### src/rtl/pipe_stage_reg_pkg.sv
// Shared pipeline-stage definitions: write-back select encoding, the control
// payload carried alongside each beat, and its idle/bubble value.
package pipe_stage_reg_pkg;

    typedef enum logic [1:0] {
        WB_NONE = 2'd0,
        WB_ALU  = 2'd1,
        WB_MEM  = 2'd2,
        WB_PC4  = 2'd3
    } wb_sel_e;

    typedef struct packed {
        logic    reg_write;
        logic    mem_write;
        wb_sel_e wb_sel;
    } stage_ctrl_t;

    localparam int PSR_CTRL_W = $bits(stage_ctrl_t);

    // A bubble must never write anything back.
    localparam stage_ctrl_t CTRL_NOP = '{reg_write: 1'b0, mem_write: 1'b0, wb_sel: WB_NONE};
    localparam logic [PSR_CTRL_W-1:0] PSR_CTRL_RST = CTRL_NOP;

    function automatic logic [1:0] occ_count(input logic main_valid, input logic skid_valid);
        return {1'b0, main_valid} + {1'b0, skid_valid};
    endfunction

endpackage

### src/rtl/pipe_stage_reg_skid.sv
// Two-entry skid buffer: head ("main") entry drives the output, the skid entry
// catches the one beat that can arrive while in_ready is registered low-late.
module pipe_skid_buf
    import pipe_stage_reg_pkg::*;
#(
    parameter int DATA_W = 32,
    parameter int CTRL_W = PSR_CTRL_W
)(
    input  logic              clk,
    input  logic              rst,
    input  logic              flush,
    input  logic              in_valid,
    output logic              in_ready,
    input  logic [DATA_W-1:0] in_data,
    input  logic [CTRL_W-1:0] in_ctrl,
    output logic              out_valid,
    input  logic              out_ready,
    output logic [DATA_W-1:0] out_data,
    output logic [CTRL_W-1:0] out_ctrl,
    output logic [1:0]        occupancy
);

    logic              main_valid_reg, main_valid_next;
    logic [DATA_W-1:0] main_data_reg,  main_data_next;
    logic [CTRL_W-1:0] main_ctrl_reg,  main_ctrl_next;
    logic              skid_valid_reg, skid_valid_next;
    logic [DATA_W-1:0] skid_data_reg,  skid_data_next;
    logic [CTRL_W-1:0] skid_ctrl_reg,  skid_ctrl_next;
    logic              in_ready_reg,   in_ready_next;
    logic              push;
    logic              pop;

    assign push = in_valid && in_ready_reg;
    assign pop  = main_valid_reg && out_ready;

    always_comb begin
        main_valid_next = main_valid_reg;
        main_data_next  = main_data_reg;
        main_ctrl_next  = main_ctrl_reg;
        skid_valid_next = skid_valid_reg;
        skid_data_next  = skid_data_reg;
        skid_ctrl_next  = skid_ctrl_reg;
        if (flush) begin
            main_valid_next = 1'b0;
            skid_valid_next = 1'b0;
        end else if (pop && skid_valid_reg) begin
            // in_ready is low while the skid entry is full, so no push here
            main_data_next  = skid_data_reg;
            main_ctrl_next  = skid_ctrl_reg;
            skid_valid_next = 1'b0;
        end else if (pop) begin
            main_valid_next = push;
            if (push) begin
                main_data_next = in_data;
                main_ctrl_next = in_ctrl;
            end
        end else if (push) begin
            if (!main_valid_reg) begin
                main_valid_next = 1'b1;
                main_data_next  = in_data;
                main_ctrl_next  = in_ctrl;
            end else begin
                skid_valid_next = 1'b1;
                skid_data_next  = in_data;
                skid_ctrl_next  = in_ctrl;
            end
        end
        // Skid is only ever full alongside main, so "room left" is just !skid.
        in_ready_next = !skid_valid_next;
    end

    always_ff @(posedge clk) begin
        if (rst) begin
            main_valid_reg <= 1'b0;
            main_data_reg  <= '0;
            main_ctrl_reg  <= '0;
            skid_valid_reg <= 1'b0;
            skid_data_reg  <= '0;
            skid_ctrl_reg  <= '0;
            in_ready_reg   <= 1'b1;
        end else begin
            main_valid_reg <= main_valid_next;
            main_data_reg  <= main_data_next;
            main_ctrl_reg  <= main_ctrl_next;
            skid_valid_reg <= skid_valid_next;
            skid_data_reg  <= skid_data_next;
            skid_ctrl_reg  <= skid_ctrl_next;
            in_ready_reg   <= in_ready_next;
        end
    end

    assign in_ready  = in_ready_reg;
    assign out_valid = main_valid_reg;
    assign out_data  = main_data_reg;
    assign out_ctrl  = main_ctrl_reg;
    assign occupancy = occ_count(main_valid_reg, skid_valid_reg);

endmodule

### src/rtl/pipe_stage_reg.sv
// Valid/ready pipeline stage register with flush, optional skid buffer and a
// saturating downstream-bubble counter.
module pipe_stage_reg
    import pipe_stage_reg_pkg::*;
#(
    parameter int                DATA_W   = 32,
    parameter int                CTRL_W   = PSR_CTRL_W,
    parameter logic [CTRL_W-1:0] CTRL_RST = CTRL_W'(PSR_CTRL_RST),
    parameter int                SKID     = 0
)(
    input  logic              clk,
    input  logic              rst,
    input  logic              in_valid,
    output logic              in_ready,
    input  logic [DATA_W-1:0] in_data,
    input  logic [CTRL_W-1:0] in_ctrl,
    output logic              out_valid,
    input  logic              out_ready,
    output logic [DATA_W-1:0] out_data,
    output logic [CTRL_W-1:0] out_ctrl,
    input  logic              flush,
    output logic [1:0]        occupancy,
    output logic [15:0]       bubble_cnt
);

    logic              head_valid;
    logic [DATA_W-1:0] head_data;
    logic [CTRL_W-1:0] head_ctrl;
    logic [15:0]       bubble_reg;

    if (SKID == 1) begin : g_skid
        pipe_skid_buf #(
            .DATA_W (DATA_W),
            .CTRL_W (CTRL_W)
        ) u_skid (
            .clk       (clk),
            .rst       (rst),
            .flush     (flush),
            .in_valid  (in_valid),
            .in_ready  (in_ready),
            .in_data   (in_data),
            .in_ctrl   (in_ctrl),
            .out_valid (head_valid),
            .out_ready (out_ready),
            .out_data  (head_data),
            .out_ctrl  (head_ctrl),
            .occupancy (occupancy)
        );
    end else begin : g_single
        logic              valid_reg;
        logic [DATA_W-1:0] data_reg;
        logic [CTRL_W-1:0] ctrl_reg;
        logic              accept;

        assign in_ready = !valid_reg || out_ready;
        assign accept   = in_valid && in_ready;

        always_ff @(posedge clk) begin
            if (rst) begin
                valid_reg <= 1'b0;
                data_reg  <= '0;
                ctrl_reg  <= CTRL_RST;
            end else if (flush) begin
                valid_reg <= 1'b0;
            end else if (accept) begin
                valid_reg <= 1'b1;
                data_reg  <= in_data;
                ctrl_reg  <= in_ctrl;
            end else if (out_ready) begin
                valid_reg <= 1'b0;
            end
        end

        assign head_valid = valid_reg;
        assign head_data  = data_reg;
        assign head_ctrl  = ctrl_reg;
        assign occupancy  = {1'b0, valid_reg};
    end

    // Bubbles survive flush: they measure downstream starvation over the whole run.
    always_ff @(posedge clk) begin
        if (rst) begin
            bubble_reg <= '0;
        end else if (!head_valid && out_ready && bubble_reg != 16'hFFFF) begin
            bubble_reg <= bubble_reg + 16'd1;
        end
    end

    assign out_valid  = head_valid;
    assign out_data   = head_data;
    assign out_ctrl   = head_valid ? head_ctrl : CTRL_RST;
    assign bubble_cnt = bubble_reg;

endmodule

### config.mk
export PLATFORM = sky130hd
export DESIGN_NAME = pipe_stage_reg
export DESIGN_NICKNAME = d
export VERILOG_FILES = /design/src/rtl/pipe_stage_reg_pkg.sv /design/src/rtl/pipe_stage_reg_skid.sv /design/src/rtl/pipe_stage_reg.sv
export SDC_FILE = /design/constraint.sdc
export NUM_CORES = 1
export LEC_CHECK = 0
export BUFFER_PORTS_ARGS = -buffer_cell sky130_fd_sc_hd__buf_2
export CORE_ASPECT_RATIO = 2
export CORE_MARGIN = 3
export CORE_UTILIZATION = 46
export DETAILED_ROUTE_END_ITERATION = 8
export PLACE_DENSITY = 0.77
export SYNTH_ARGS = -nofsm -noshare
export SYNTH_HDL_FRONTEND = slang
export SYNTH_HIERARCHICAL = 1
export SYNTH_SLANG_ARGS = --single-unit
### constraint.sdc
create_clock -name clk -period 2.4 [get_ports clk]
set_clock_uncertainty 0.15 [all_clocks]
set_input_delay 0.36 -clock clk [delete_from_list [all_inputs] [get_ports clk]]
set_output_delay 0.36 -clock clk [all_outputs]
set_load 0.01 [all_outputs]
==> run metrics <==
outcome finished, final reports clean; hpwl dp 4.23 mm; Post-DRT Antenna Nets 0; PortBufs 95; worst-path cell chain and4b_2 > nand3_1 > nor4b_1 > mux2_2; DRT iter0 DRCs 30; switching part of the total 23.3%; Placer Congestion 0.835; all-layer global routing usage 21.3%; Hold Crit Class input pin to flip-flop; TNS Setup 0 ns; clk_lat worst skew 0.29 ns; DR vias 2191; Final Setup Violations 0; internal power 1290 uW; Post-Place Cells 406; clk slew on worst S/H paths 0.09 ns; setup slack, reg-to-reg 0.44 ns; worst-path maximum fanout 9; vias per cell 5.31; Final Hold Fails 0; Flop pwr share 55.4%; hold_ws 0.137 ns; final period utilization 81.5%; clock sink total 53; Die Y 103 um; largest net degree at the start of global routing 34; cell area after layout 2800 um2; Worst Setup End Kind flip-flop; max-slew violations 0; io pins 97; layout cells sized above 1 33.7%; YS warnings 6; Post-synth ARST share 0%; register bit count reported by yosys 53; row cnt 34; post-CTS setup buffer count 0; count of cell types in the netlist 36; routed wire length 5.67 mm; Pwr Density 599 nW/um2; Most used DFF post-synth dfxtp_1; drt pass-1 iters 6; max reg flops 32; Clk pwr share 34.7%; Avg WL per Cell 13.7 um; Initial Utilization 48.7%; core area 4470 um2; first-pass GRT wire length 9.08 mm; htree depth 2; Max VDD drop 560 uV; vias in the first global route 2048; die area 5640 um2; hold buffers post-CTS 0; WP data arrival 2.00 ns; sequential share of the synthesized area 48.8%; cts repair resizes 0; Area Growth Syn to Fin 28.9%; logic gate share of total power 10.0%; Num CTS Buffers 5; count of flip-flops with a built-in enable after synthesis 0; CTS tree done; CP Launch Type flip-flop; grt ovf 0; Layout Cells excl Fill 413; die width 54.6 um; Synth Net Count 308; CTS Root Cell clkbuf_8; initial antenna violation count 0; required time worst endpoint 2.44 ns; NumNets Final 401; drt drc 0; cell count after synthesis 266; relative slew slack 58.0%; Finished Core Util 62.8%; measured slew at the worst slew-check pin 0.630 ns; unrepaired setup endpoints after global routing no; diode count 0; Fmax 511 MHz; Setup CP Type flip-flop to flip-flop; shortest period the worst path allows 1.96 ns; Post-Synthesis Cell Area 2170 um2; Max Cap Viol 0; leak pwr 0.00125 uW; Clock Path Buffers 2; highest-delay cell along the critical path dfxtp_1; maximum single-stage delay on the critical path 0.40 ns; Mapped Avg Cell Area 8.18 um2; dpl cell area 2700 um2; total net switching power 391 uW
==> metrics by stage <==
| stage | setup slack (ns) | power, uW |
|---|---|---|
| 2_1_floorplan | 0.614 | 1040 |
| 4_1_cts | 0.437 | 1700 |
| 3_5_place_dp | 0.459 | 1120 |
| 6_report | 0.443 | 1680 |
| 5_1_grt | 0.238 | 1750 |
| 3_3_place_gp | 0.458 | 1110 |
==> synthesized netlist by cell type, types with 3 or more instances <==
master | count | area, um2
nand3_1 | 5 | 25.0
nor3_1 | 3 | 15.0
o21ai_0 | 7 | 35.0
clkbuf_1 | 9 | 33.8
nor2_1 | 4 | 15.0
o31ai_1 | 6 | 45.0
dfxtp_1 | 53 | 1060
and2_2 | 4 | 30.0
nand2_1 | 76 | 285
inv_1 | 6 | 22.5
or4_1 | 6 | 45.0
a21oi_1 | 47 | 235
nand4_1 | 5 | 31.3
nand2b_1 | 4 | 25.0
buf_2 | 4 | 20.0
==> worst max-delay path: cells and delay by family (launching register included) <==
family	cells	cell delay, ns
multiplexers	1	0.37
flip-flops	1	0.40
AND/OR/NAND/NOR	3	0.94
==> final timing paths <==
check | from | endpoint | depth (start not counted)
max | out_valid | bubble_cnt[15] | 4
min | in_data[5] | out_data[5] | 3
max reg2reg | out_valid | bubble_cnt[15] | 4
min reg2reg | g_single.ctrl_reg[1] | g_single.ctrl_reg[1] | 2
==> logic make-up after synthesis <==
family                     Yosys count  share of synthesized area (%)
AOI/OAI and AO/OA                   63                           15.8
adders and majority gates            1                          0.575
buffers and inverters               21                           4.20
DFF                                 53                           48.8
muxes                                3                           1.44
other                                1                          0.172
and+or+nand+nor                    124                           29.0
==> power by group through the flow <==
stage | logic, uW | registers [uW] | clock network, uW
floorplan | 74.7 | 962 | 0
global placement | 166 | 949 | 0
detailed placement | 169 | 950 | 0
CTS | 170 | 930 | 605
global route | 189 | 935 | 631
finish | 167 | 929 | 582
==> area by class of cell <==
type	count	area, um2
flip-flops and latches	53	1060
repair buffers	101	520
clock buffers	5	68.8
multi-input cells	192	1030
fillers	440	1660
clock inverters	2	35.0
well taps	54	67.6
inverters	6	22.5
==> layer usage <==
metal  wire [um]  track usage, %  vias to the layer above  part of all wire (%)
met1        2090            23.0                     1021                    37
met4          95            9.98                        0                   1.7
met5           0               0                        -                     0
met3         315            4.59                        8                   5.6
li1            -               -                     1092                     -
met2        3170            37.6                       70                    56
==> cell usage in the layout (no fill, tap or decap), drive strengths merged, types with 2 or more instances in the layout <==
master | synthesis | final
a21oi | 47 | 47
and2 | 6 | 6
and4 | 2 | 2
buf | 6 | 101
clkbuf | 9 | 5
dfxtp | 53 | 53
inv | 6 | 6
mux2i | 2 | 2
nand2 | 76 | 76
nand2b | 4 | 4
nand3 | 5 | 5
nand4 | 6 | 6
nor2 | 4 | 4
nor3 | 3 | 3
nor4 | 2 | 2
o21ai | 7 | 7
o31ai | 6 | 6
or3 | 2 | 2
or4 | 6 | 6
Power figures use the tool's default switching activity.
